===== src/rtl/i2c_expander_scheduler.sv =====
// i2c_expander_scheduler: round-robin sharing of one I2C expander write engine between N_REQ requesters
module i2c_expander_scheduler #(
    parameter int          N_REQ          = 4,
    parameter int          MAX_RETRIES    = 2,
    parameter logic [23:0] TIMEOUT_CYCLES = 24'd250000
) (
    input  logic                 clk,
    input  logic                 reset_n,
    input  logic [N_REQ-1:0]     req,
    input  logic [2*N_REQ-1:0]   req_fmc_loc,
    input  logic [8*N_REQ-1:0]   req_channel_sel,
    input  logic [8*N_REQ-1:0]   req_ctrl_reg,
    output logic [N_REQ-1:0]     req_busy,
    output logic [N_REQ-1:0]     req_done,
    output logic [N_REQ-1:0]     req_error,
    output logic                 sm_start,
    input  logic                 sm_running,
    output logic [1:0]           fmc_loc,
    output logic [7:0]           channel_sel,
    output logic [7:0]           ctrl_reg,
    input  logic                 write_done,
    input  logic                 write_error,
    output logic                 sched_busy
);
    localparam int PW = $clog2(N_REQ);

    typedef enum logic [2:0] {IDLE, START, WAIT_DONE, RETRY, REPORT} state_t;

    state_t             state, state_nxt;
    logic [N_REQ-1:0]   pending;
    logic [N_REQ-1:0]   gnt_mask;
    logic [17:0]        shadow [N_REQ];
    logic [PW-1:0]      ptr, g, gnt_idx, idx;
    logic               gnt_found;
    logic [7:0]         retry_cnt;
    logic [23:0]        tmo_cnt;
    logic               report_err;
    logic               do_grant, do_start, tmo_hit, retry_ok;

    assign tmo_hit  = tmo_cnt == TIMEOUT_CYCLES - 24'd1;
    assign retry_ok = retry_cnt < 8'(MAX_RETRIES);
    assign gnt_mask = do_grant ? N_REQ'(1) << gnt_idx : '0;

    // First pending slot at or after ptr; scanning downwards lets the closest one win
    always_comb begin
        gnt_found = 1'b0;
        gnt_idx   = '0;
        idx       = '0;
        for (int k = N_REQ - 1; k >= 0; k--) begin
            idx = PW'((int'(ptr) + k) % N_REQ);
            if (pending[idx]) begin
                gnt_found = 1'b1;
                gnt_idx   = idx;
            end
        end
    end

    // State register
    always_ff @(posedge clk or negedge reset_n) begin
        if (!reset_n) state <= IDLE;
        else          state <= state_nxt;
    end

    // Next-state logic; a write error takes precedence over a simultaneous done
    always_comb begin
        state_nxt = state;
        case (state)
            IDLE:      state_nxt = gnt_found ? START : IDLE;
            START:     state_nxt = sm_running ? START : WAIT_DONE;
            WAIT_DONE: state_nxt = write_error ? RETRY : (write_done || tmo_hit) ? REPORT : WAIT_DONE;
            RETRY:     state_nxt = retry_ok ? START : REPORT;
            REPORT:    state_nxt = IDLE;
            default:   state_nxt = IDLE;
        endcase
    end

    // Strobes and per-requester status, decoded from the current state
    always_comb begin
        do_grant   = (state == IDLE) && gnt_found;
        do_start   = (state == START) && !sm_running;
        sched_busy = state != IDLE;
        req_busy   = pending;
        req_done   = '0;
        req_error  = '0;
        if (state != IDLE) req_busy[g] = 1'b1;
        if (state == REPORT) begin
            req_done[g]  = !report_err;
            req_error[g] = report_err;
        end
    end

    // Request capture: a new request always overwrites the shadow and re-pends, even over a grant
    always_ff @(posedge clk or negedge reset_n) begin
        if (!reset_n) begin
            pending <= '0;
            for (int i = 0; i < N_REQ; i++) shadow[i] <= '0;
        end else begin
            for (int i = 0; i < N_REQ; i++)
                if (req[i]) shadow[i] <= {req_fmc_loc[2*i +: 2], req_channel_sel[8*i +: 8], req_ctrl_reg[8*i +: 8]};
            pending <= (pending & ~gnt_mask) | req;
        end
    end

    // Grant data, start pulse, retry/timeout counters and round-robin pointer
    always_ff @(posedge clk or negedge reset_n) begin
        if (!reset_n) begin
            sm_start    <= 1'b0;
            g           <= '0;
            ptr         <= '0;
            retry_cnt   <= '0;
            tmo_cnt     <= '0;
            report_err  <= 1'b0;
            fmc_loc     <= '0;
            channel_sel <= '0;
            ctrl_reg    <= '0;
        end else begin
            sm_start <= do_start;
            if (do_grant) begin
                g                                <= gnt_idx;
                {fmc_loc, channel_sel, ctrl_reg} <= shadow[gnt_idx];
                retry_cnt                        <= '0;
            end
            if (do_start) tmo_cnt <= '0;
            else if (state == WAIT_DONE && tmo_cnt != '1) tmo_cnt <= tmo_cnt + 24'd1;
            if (state == RETRY && retry_ok) retry_cnt <= retry_cnt + 8'd1;
            if (state == WAIT_DONE) report_err <= !write_done;
            if (state == RETRY) report_err <= 1'b1;
            if (state == REPORT) ptr <= (g == PW'(N_REQ - 1)) ? '0 : g + 1'b1;
        end
    end
endmodule


===== config.mk =====
export PLATFORM = sky130hd
export DESIGN_NAME = i2c_expander_scheduler
export DESIGN_NICKNAME = d
export VERILOG_FILES = /design/src/rtl/i2c_expander_scheduler.sv
export SDC_FILE = /design/constraint.sdc
export NUM_CORES = 1
export LEC_CHECK = 0
export CAP_MARGIN = 40
export CELL_PAD_IN_SITES_DETAIL_PLACEMENT = 0
export CELL_PAD_IN_SITES_GLOBAL_PLACEMENT = 1
export CORE_ASPECT_RATIO = 0.8
export CORE_MARGIN = 4
export CORE_UTILIZATION = 38
export CTS_CLUSTER_DIAMETER = 150
export DETAILED_ROUTE_END_ITERATION = 16
export PLACE_DENSITY = 0.75
export SLEW_MARGIN = 20
export SYNTH_ARGS = -nofsm -noshare
export SYNTH_HDL_FRONTEND = slang
export SYNTH_SLANG_ARGS = --single-unit
export TNS_END_PERCENT = 50

===== constraint.sdc =====
create_clock -name clk -period 2.2 [get_ports clk]
set_input_delay 0.33 -clock clk [delete_from_list [all_inputs] [get_ports clk]]
set_output_delay 0.33 -clock clk [all_outputs]
set_load 0.03 [all_outputs]

==> key figures <==
Yosys
  – Yosys warning total: 0
  – Most used standard cell by instance count after synthesis: dfrtp_1
  – Seq cells post-synth: 135
  – Seq/Total Area, Yosys: 0.544
  – Synth Cell Area: 6210 um2
  – Synth Net Count: 602
  – Commonest cells in the netlist: dfrtp_1 (135), mux2_2 (73), mux2i_1 (44)
  – Post-synth top area share: 0.544
  – Syn Inst Count: 515
  – Area contributors post-synth: dfrtp_1 (54%), mux2_2 (13%), mux2i_1 (7.1%)
  – Main synth FF type: dfrtp_1
  – Post-synth EDFFs: 0
  – Fraction of registers with async set/reset: 1.00
  – Syn avg cell area: 12.1 um2
  – Unique masters post-synth: 53
  – Largest area contributor in the netlist: dfrtp_1

Pwr
  – Static Leak: 3.70 nW
  – Total power draw: 9.84 mW
  – Pwr per Cell Area: 1170 nW/um2
  – Peak VDD IR: 0.000642 V

Routing
  – TritonRoute pass-1 iters: 4
  – Drt initial violations: 268
  – Drt wl/cell: 18.3 um
  – Final WL: 16100 um
  – Routed vias: 4713
  – Vias per Instance: 5.33
  – DRC viols: 0
  – Final ANT Viol Nets: 0

Run
  – Maxcap violations: 0

Timing
  – Slew headroom: 0.653
  – # setup viols final: 0
  – Fin crit period: 2.16 ns
  – Final worst slack: 0.0404 ns
  – RSZ-0062 raised after global routing: true
  – Hold WS: 0.437 ns
  – Tcrit/Tclk final: 0.982
  – Sum Neg Setup Slack: 0 ns
  – Pin slew with the least headroom to its limit: 0.521 ns
  – Max-slew violation count: 0
  – Fmax: 463 MHz
  – Final Skew: 0.00942 ns
  – Fin. Hold Viols: 0

Critical path
  – Maximum net fanout on the critical path: 6
  – Crit Path Class: reg2reg
  – Slowest cell on crit path: dfrtp_1
  – FF-to-FF path depth: 5
  – Crit. End Element: flip-flop
  – WP data arrival: 2.50 ns
  – Worst flop-to-flop path startpoint: state[2]
  – CP Buf/Inv Count: 0
  – Setup crit start kind: flip-flop
  – Flop2flop setup slack: 0.04 ns
  – Max incr delay on CP: 0.44 ns
  – Crit path required time: 2.55 ns
  – RR Endpoint: tmo_cnt[19]
  – Crit-path cells: or3b_4, or3_4, a211o_4, or3_1, a21oi_1
  – CP delay by family, top: simple AND/OR/NAND/NOR gates

Clock tree
  – Clk buf depth: 2
  – CTS Buf Count: 17
  – CTS HTree Levels: 4
  – Clk slew on worst S/H paths: 0.06 ns
  – CTS Sinks: 135
  – Latest clock arrival within the worst-skew pair: 0.42 ns
  – Root buffer cell: clkbuf_16
  – CTS tree: done

Finish
  – Share of layout cells above drive strength 1: 0.244
  – Post-route cell area: 8430 um2
  – Finished Layout Cells: 884
  – Biggest register: shadow
  – Ant. Diodes: 0
  – Nets: 743
  – Area growth syn-to-layout: 35.7%
  – Max reg flops: 72
  – Core Util, Final: 0.530
  – Fill cells: 1391
  – Largest registers: shadow x72, tmo_cnt x24

Floorplan
  – Chip Height: 122 um
  – Io pins: 113
  – Core area: 15900 um2
  – Die area: 18500 um2
  – Initial core utilization: 0.391
  – Die span in x: 151 um
  – Row cnt: 41

Global routing
  – GRT Residual Overflow: 0
  – Global Route Usage Sum: 0.183
  – First-pass GRT wire length: 26200 um
  – Vias in the first global route: 4918
  – Maximum number of pins on one net before global-route repair: 53
  – Initial antenna violation count: 0

Placed design
  – Placed Cells: 850
  – Area after DPL: 7810 um2
  – Placement Setup Slack: 0.0599 ns
  – Post-DP HPWL: 11400 um
  – I/O Buffers: 112
  – RD Place Congestion: 0.852

Min path
  – HP Class: in2async

Run status
  – Outcome: complete, no violations
[cells in the final DEF (no fill, tap or decap), types with 6 or more instances in the layout]
| cell | n |
|---|---|
| and2_1 | 11 |
| nor2_1 | 15 |
| and3_1 | 13 |
| ha_1 | 6 |
| or3_1 | 8 |
| inv_1 | 6 |
| dfrtp_1 | 132 |
| clkbuf_16 | 17 |
| a2bb2oi_1 | 18 |
| nand2b_1 | 6 |
| mux2i_1 | 44 |
| clkdlybuf4s50_1 | 98 |
| o21ai_0 | 27 |
| a21oi_1 | 10 |
| nand2_1 | 33 |
| a21o_1 | 6 |
| nand3_1 | 11 |
| buf_4 | 31 |
| a31oi_1 | 6 |
| mux2_2 | 73 |
[logic make-up after synthesis]
kind of cell,count (synthesis),share of synthesized area
AO/OA/AOI/OAI,91,0.101
multiplexers,117,0.203
flip-flops,135,0.544
adder cells (fa/ha/maj),6,0.0121
XOR/XNOR,4,0.00564
buffers and inverters,33,0.0213
AND/OR/NAND/NOR,129,0.113
[layout make-up]
class,instances,area (um2),share of cell area
repair buffers,147,1410,0.167
clock inverters,13,145,0.0172
multi-input cells,347,2760,0.327
clock buffers,19,443,0.0525
flip-flops and latches,135,3380,0.401
inverters,8,30.0,0.00356
well taps,215,269,0.0319
[power breakdown]
part	internal, mW	total (mW)	leakage (nW)	switching, mW
Sequential	2.93	3.27	1.65	0.345
Clock	1.71	2.83	0.286	1.11
Combinational	1.76	3.74	1.76	1.98
[how the worst max path moves through the flow]
stage                   from          end  slack [ns]  cells after the start
floorplan           state[0]  tmo_cnt[19]        0.12                      6
global placement    state[2]  tmo_cnt[19]        0.08                      5
detailed placement  state[2]  tmo_cnt[19]        0.06                      5
CTS                 state[1]  req_done[3]       0.003                      5
global route        state[2]  req_busy[3]       -0.02                      4
finish              state[2]  tmo_cnt[19]        0.04                      5
[layer usage]
| metal | part of all wire | GRT usage |
|---|---|---|
| met5 | 0 | 0 |
| met4 | 0.018 | 0.0578 |
| met3 | 0.052 | 0.0461 |
| met2 | 0.45 | 0.276 |
| met1 | 0.48 | 0.259 |
[timing repair]
| action | CTS | global route |
|---|---|---|
| resized for setup | 20 | 16 |
| pin swaps | 0 | 2 |
| gates cloned | 0 | 0 |
| hold endpoints to repair | 50 | 0 |
| setup buffers | 0 | 1 |
| hold buffers | 1 | 0 |
| endpoints found under the setup margin | 13 | 22 |
Power figures use the tool's default switching activity.
